## config.mk

```make
export PLATFORM = sky130hd
export DESIGN_NAME = irq_controller
export DESIGN_NICKNAME = d
export VERILOG_FILES = /design/src/rtl/irq_pkg.sv /design/src/rtl/irq_gateway.sv /design/src/rtl/irq_controller.sv
export SDC_FILE = /design/constraint.sdc
export NUM_CORES = 1
export LEC_CHECK = 0
export ABC_AREA = 0
export CORE_MARGIN = 5
export CORE_UTILIZATION = 55
export CTS_CLUSTER_DIAMETER = 120
export DETAILED_ROUTE_END_ITERATION = 8
export DONT_BUFFER_PORTS = 1
export GPL_ROUTABILITY_DRIVEN = 0
export PLACE_DENSITY = 0.8
export SYNTH_ARGS = -nofsm -noshare
export SYNTH_HDL_FRONTEND = slang
export SYNTH_SLANG_ARGS = --single-unit
```

## constraint.sdc

```tcl
create_clock -name clk -period 21.8 [get_ports clk]
set_input_delay 4.36 -clock clk [delete_from_list [all_inputs] [get_ports clk]]
set_output_delay 4.36 -clock clk [all_outputs]
set_load 0.02 [all_outputs]
```

## src/rtl/irq_pkg.sv

```systemverilog
// rtl/irq_pkg.sv - shared register-select codes and source trigger modes
package irq_pkg;

    typedef enum logic [2:0] {
        ACT_PRIORITY  = 3'd0,
        ACT_ENABLE    = 3'd1,
        ACT_PENDING   = 3'd2,
        ACT_MODE      = 3'd3,
        ACT_THRESHOLD = 3'd4,
        ACT_CLAIM     = 3'd5
    } irq_action_e;

    typedef enum logic {
        MODE_LEVEL = 1'b0,
        MODE_EDGE  = 1'b1
    } irq_mode_e;

endpackage

```

## src/rtl/irq_gateway.sv

```systemverilog
// rtl/irq_gateway.sv - per-source pending/in-service state; edge detect only with IRQ_EDGE_MODE_EN
module irq_gateway
    import irq_pkg::*;
(
    input  logic      clk,
    input  logic      rst,
    input  logic      line,
`ifdef IRQ_EDGE_MODE_EN
    input  irq_mode_e mode,
`endif
    input  logic      claim,
    input  logic      clear,
    input  logic      complete,
    output logic      pending,
    output logic      in_service
);

    logic edge_set;
    logic level_set;

`ifdef IRQ_EDGE_MODE_EN
    logic prev_line;

    always_ff @(posedge clk) begin
        if (rst) begin
            prev_line <= 1'b0;
        end else begin
            prev_line <= line;
        end
    end

    assign edge_set  = (mode == MODE_EDGE) && line && !prev_line;
    assign level_set = (mode == MODE_LEVEL) && line && !in_service;
`else
    assign edge_set  = 1'b0;
    assign level_set = line && !in_service;
`endif

    // A fresh edge survives a same-cycle clear; a level request yields to it
    // and re-arms once the source leaves service.
    always_ff @(posedge clk) begin
        if (rst) begin
            pending    <= 1'b0;
            in_service <= 1'b0;
        end else begin
            if (edge_set) begin
                pending <= 1'b1;
            end else if (claim || clear) begin
                pending <= 1'b0;
            end else if (level_set) begin
                pending <= 1'b1;
            end
            in_service <= (in_service | claim) & ~complete;
        end
    end

endmodule

```

## src/rtl/irq_controller.sv

```systemverilog
// rtl/irq_controller.sv - prioritised interrupt controller top; MODE registers only with IRQ_EDGE_MODE_EN
module irq_controller
    import irq_pkg::*;
#(
    parameter  int SOURCES    = 8,
    parameter  int PRIO_WIDTH = 3,
    localparam int ID_WIDTH   = $clog2(SOURCES + 1)
) (
    input  logic                clk,
    input  logic                rst,
    input  logic [2:0]          action_sel,
    input  logic [ID_WIDTH-1:0] src_sel,
    input  logic [31:0]         wdata,
    input  logic                wenable,
    input  logic                renable,
    output logic [31:0]         rdata,
    input  logic [SOURCES-1:0]  int_signal,
    output logic                out_int_pending,
    output logic [ID_WIDTH-1:0] out_int_id
);

    irq_action_e           act;
    logic [PRIO_WIDTH-1:0] priority_q [SOURCES];
    logic [PRIO_WIDTH-1:0] threshold_q;
    logic [PRIO_WIDTH-1:0] best_prio;
    logic [ID_WIDTH-1:0]   best_id;
    logic [ID_WIDTH-1:0]   complete_id;
    logic [SOURCES-1:0]    enable_q;
    logic [SOURCES-1:0]    pending;
    logic [SOURCES-1:0]    in_service;
    logic [SOURCES-1:0]    src_hit;
    logic [SOURCES-1:0]    claim_hit;
    logic [SOURCES-1:0]    clear_hit;
    logic [SOURCES-1:0]    complete_hit;
    logic                  unused_wdata;
`ifdef IRQ_EDGE_MODE_EN
    logic [SOURCES-1:0]    mode_q;
`endif

    assign act          = irq_action_e'(action_sel);
    assign complete_id  = wdata[ID_WIDTH-1:0];
    assign unused_wdata = &{1'b0, wdata};

    // ID 0 and IDs above SOURCES match no source, so they fall out as no-ops.
    always_comb begin
        src_hit      = '0;
        claim_hit    = '0;
        clear_hit    = '0;
        complete_hit = '0;
        for (int i = 0; i < SOURCES; i++) begin
            src_hit[i]      = (src_sel == ID_WIDTH'(i + 1));
            claim_hit[i]    = renable && (act == ACT_CLAIM) && (out_int_id == ID_WIDTH'(i + 1));
            clear_hit[i]    = wenable && (act == ACT_PENDING) && src_hit[i] && wdata[0];
            complete_hit[i] = wenable && (act == ACT_CLAIM) && (complete_id == ID_WIDTH'(i + 1));
        end
    end

    always_ff @(posedge clk) begin
        if (rst) begin
            threshold_q <= '0;
            enable_q    <= '0;
            for (int i = 0; i < SOURCES; i++) begin
                priority_q[i] <= '0;
            end
`ifdef IRQ_EDGE_MODE_EN
            mode_q      <= '0;
`endif
        end else if (wenable) begin
            if (act == ACT_THRESHOLD) begin
                threshold_q <= wdata[PRIO_WIDTH-1:0];
            end
            for (int i = 0; i < SOURCES; i++) begin
                if (src_hit[i]) begin
                    if (act == ACT_PRIORITY) priority_q[i] <= wdata[PRIO_WIDTH-1:0];
                    if (act == ACT_ENABLE)   enable_q[i]   <= wdata[0];
`ifdef IRQ_EDGE_MODE_EN
                    if (act == ACT_MODE)     mode_q[i]     <= wdata[0];
`endif
                end
            end
        end
    end

    for (genvar g = 0; g < SOURCES; g++) begin : g_src
        irq_gateway u_gateway (
            .clk        (clk),
            .rst        (rst),
            .line       (int_signal[g]),
`ifdef IRQ_EDGE_MODE_EN
            .mode       (irq_mode_e'(mode_q[g])),
`endif
            .claim      (claim_hit[g]),
            .clear      (clear_hit[g]),
            .complete   (complete_hit[g]),
            .pending    (pending[g]),
            .in_service (in_service[g])
        );
    end

    // Seeding with the threshold makes "priority > threshold" implicit; strict
    // compare keeps the lowest ID on a tie.
    always_comb begin
        best_prio = threshold_q;
        best_id   = '0;
        for (int i = 0; i < SOURCES; i++) begin
            if (pending[i] && enable_q[i] && !in_service[i] && (priority_q[i] > best_prio)) begin
                best_prio = priority_q[i];
                best_id   = ID_WIDTH'(i + 1);
            end
        end
    end

    always_ff @(posedge clk) begin
        if (rst) begin
            out_int_pending <= 1'b0;
            out_int_id      <= '0;
        end else begin
            out_int_pending <= (best_id != '0);
            out_int_id      <= best_id;
        end
    end

    always_comb begin
        rdata = '0;
        case (act)
            ACT_THRESHOLD: rdata = 32'(threshold_q);
            ACT_CLAIM:     rdata = 32'(out_int_id);
            ACT_PRIORITY, ACT_ENABLE, ACT_PENDING, ACT_MODE: begin
                for (int i = 0; i < SOURCES; i++) begin
                    if (src_hit[i]) begin
                        if (act == ACT_PRIORITY)     rdata = 32'(priority_q[i]);
                        else if (act == ACT_ENABLE)  rdata = 32'(enable_q[i]);
                        else if (act == ACT_PENDING) rdata = 32'(pending[i]);
`ifdef IRQ_EDGE_MODE_EN
                        else if (act == ACT_MODE)    rdata = 32'(mode_q[i]);
`endif
                    end
                end
            end
            default:       rdata = '0;
        endcase
    end

endmodule
```

==> metrics.md <==
| Metric | Value |
|---|---|
| Status | `completed` |
| Reg2Reg Depth | `45` |
| First-pass GRT wire length | `17830 um` |
| Overflow after GRT | `0` |
| Synth-to-layout area growth | `1.300%` |
| Final wirelength | `11120 um` |
| Critical path's slowest cell | `nor4_1` |
| Initial core utilization | `56.02%` |
| Clock latency on the worst-skew pair | `0.32 ns` |
| TritonCTS buffer count | `5` |
| Via Count | `3795` |
| Largest net degree at the start of global routing | `30` |
| Post-synth EDFFs | `24` |
| CP most frequent cell | `ha_1` |
| 1st-iter DRT viols | `530` |
| Vias in the first global route | `3472` |
| DRC Markers | `0` |
| Sink of the worst hold path | `enable_q[4]$_SDFFE_PP0P_` |
| DIE WIDTH | `95.72 um` |
| Syn Area/Cell | `8.051 um^2` |
| Critical Path AT | `12.66 ns` |
| CTS tree | `done` |
| Post-Syn Area | `4041 um^2` |
| Vias/cell | `6.400` |
| CTS hold repair buffers | `0` |
| All-Layer GR Usage | `25.24%` |
| Worst Tran Pin Value | `1.118 ns` |
| DP HPWL | `8536 um` |
| PortBufs | `0` |
| Highest Clock Rate | `0.08059 GHz` |
| Netlist cell types | `72` |
| Top Ports | `88` |
| Cts repair resizes | `0` |
| Crit end category | `register` |
| Type of origin of the critical path | `register` |
| Period utilisation layout | `56.92%` |
| Pleak | `0.001553 uW` |
| Sequential share of the synthesized area | `33.68%` |
| Top_reg_cell synth | `dfxtp_1` |
| Commonest non-fill, non-tap cells in the layout | `67 x nand2_1, 64 x nor2_1, 32 x inv_1, 32 x dfxtp_1, 31 x a21oi_1` |
| Worst endpoint required time | `22.06 ns` |
| Capturing point of the worst reg2reg path | `out_int_id[1]$_SDFF_PP0_` |
| Setup TNS | `0 ns` |
| Final Max Tran Viols | `0` |
| Final hold slack | `0.4812 ns` |
| Wire per inst | `18.75 um` |
| Yosys warns | `0` |
| CTS Sinks | `56` |
| Die Span Y | `95.72 um` |
| Min-Delay Path Class | `register to register` |
| Setup-failing EPs final | `0` |
| Hold path start | `enable_q[4]$_SDFFE_PP0P_` |
| Slew HR | `24.90%` |
| Crit path max fanout | `10` |
| Pre-CTS setup slack | `9.638 ns` |
| Postcts setup bufs | `0` |
| Antenna Violating Nets Remaining | `0` |
| Rows | `31` |
| CP Buf/Inv Count | `1` |
| Fin worst setup slack | `9.392 ns` |
| Worst Skew | `0.01081 ns` |
| Max-Cap Viols | `0` |
| Crit-path max cell delay | `0.63 ns` |
| Hold depth | `2` |
| Cell family with most CP delay | `compound AO/OA/AOI/OAI gates` |
| Kind of critical path | `register to register` |
| Layout Nets | `558` |
| Reg clk slew, reported paths | `0.11 ns` |
| Initial DRT Pass Iterations | `8` |
| Fin. Hold Viols | `0` |
| H-tree depth | `2` |
| FF+latch count, synth | `56` |
| Reg2reg setup slack | `9.39 ns` |
| RSZ-0062 raised after global routing | `false` |
| Core box area | `7214 um^2` |
| Tmin final | `12.41 ns` |
| Share of cells above drive strength 1 | `4.858%` |
| CTS max path bufs | `2` |
| Power Total | `205.1 uW` |
| Antenna Cells | `0` |
| Most common cell after layout, fill and taps aside | `nand2_1` |
| Cell Pwr Density | `50.11 nW/um^2` |
| Worst VDD drop | `0.02693 mV` |
| Clk Tree Root Cell | `clkbuf_8` |
| R2R Path Start | `threshold_q[2]$_SDFFE_PP0P_` |
| Die area | `9162 um^2` |
| Async SR Flop Fraction | `0%` |
| Mapped Cells | `502` |
| Initial antenna violation count | `0` |
## synthesized netlist by cell type, drive strengths merged (6+ instances only)
master	n	area (um^2)
o22ai	6	43.79
a21oi	31	155.2
nand2b	9	56.30
inv	32	120.1
ha	14	175.2
o21ai	19	95.09
nand3	17	85.08
nand2	67	251.5
nor2b	10	62.56
a211oi	7	77.58
nor3	15	75.07
edfxtp	24	720.7
dfxtp	32	640.6
mux2i	7	70.07
nor4	7	58.81
clkbuf	14	52.55
a2111oi	8	70.07
and3	9	61.31
buf	30	217.7
nor2	64	240.2
## cells by family after synthesis
group | share of synthesized area [%]
other | 0.09279
DFF | 33.68
and+or+nand+nor | 25.23
AOI/OAI and AO/OA | 23.34
muxes | 3.406
adders and majority gates | 4.582
buffers and inverters | 9.660
## power by group
part	internal, uW	switching [uW]	leakage, uW	total [uW]
Combinational	8.99	18.6	0.00102	27.6
Clock	23.6	36.0	0.0000462	59.6
Sequential	113	4.66	0.000489	118
## how the worst max path moves through the flow
stage / cells past startpoint / to / startpoint / slack (ns)
final: 45 / out_int_id[1]$_SDFF_PP0_ / threshold_q[2]$_SDFFE_PP0P_ / 9.39
after global routing: 46 / out_int_id[1]$_SDFF_PP0_ / threshold_q[2]$_SDFFE_PP0P_ / 8.81
after CTS: 45 / out_int_id[1]$_SDFF_PP0_ / threshold_q[2]$_SDFFE_PP0P_ / 9.52
after detailed placement: 45 / out_int_id[1]$_SDFF_PP0_ / threshold_q[2]$_SDFFE_PP0P_ / 9.64
after global placement: 45 / out_int_id[1]$_SDFF_PP0_ / threshold_q[2]$_SDFFE_PP0P_ / 9.77
after floorplan: 8 / rdata[1] / src_sel[0] / 11.02
## metal layers
metal  vias to the layer above  global-route usage, %  wire length [um]
li1                       1758                      -                 -
met1                      1738                  32.63              4364
met3                        28                  5.317              1242
met4                         0                  8.531               281
met5                         -                      0                 0
met2                       271                  41.86              5231
## through the flow
| stage | cell area, um^2 | cells | util (%) |
|---|---|---|---|
| final | 4094 | 593 | 56.75 |
| after global routing | 4094 | 593 | 56.75 |
| after CTS | 4094 | 593 | 56.75 |
| after detailed placement | 4004 | 585 | 55.50 |
| after global placement | 4004 | 585 | 55.50 |
| after floorplan | 4143 | 529 | - |
## registers in the layout, indices dropped and copies added, names as in the netlist
name and flops:
out_int_id 4, threshold_q 3, enable_q 8, priority_q 24
out_int_pending 1, g_src.u_gateway.pending 8, g_src.u_gateway.in_service 8
## final cells by class
class | instances | area (um^2)
Multi-Input combinational cell | 397 | 2391
Clock inverter | 2 | 17.52
Clock buffer | 6 | 72.57
Sequential cell | 56 | 1361
Fill cell | 672 | 3120
Timing Repair Buffer | 1 | 7.507
Tap cell | 99 | 123.9
Inverter | 32 | 120.1
## worst register-to-register path: cells and delay by family, from the launching register on
kind	cells	cell delay [ns]
and+or+nand+nor	14	3.00
DFF	1	0.52
muxes	5	1.82
buffers and inverters	1	0.11
adders and majority gates	9	2.63
AOI/OAI and AO/OA	16	4.23
Power figures use the tool's default switching activity.
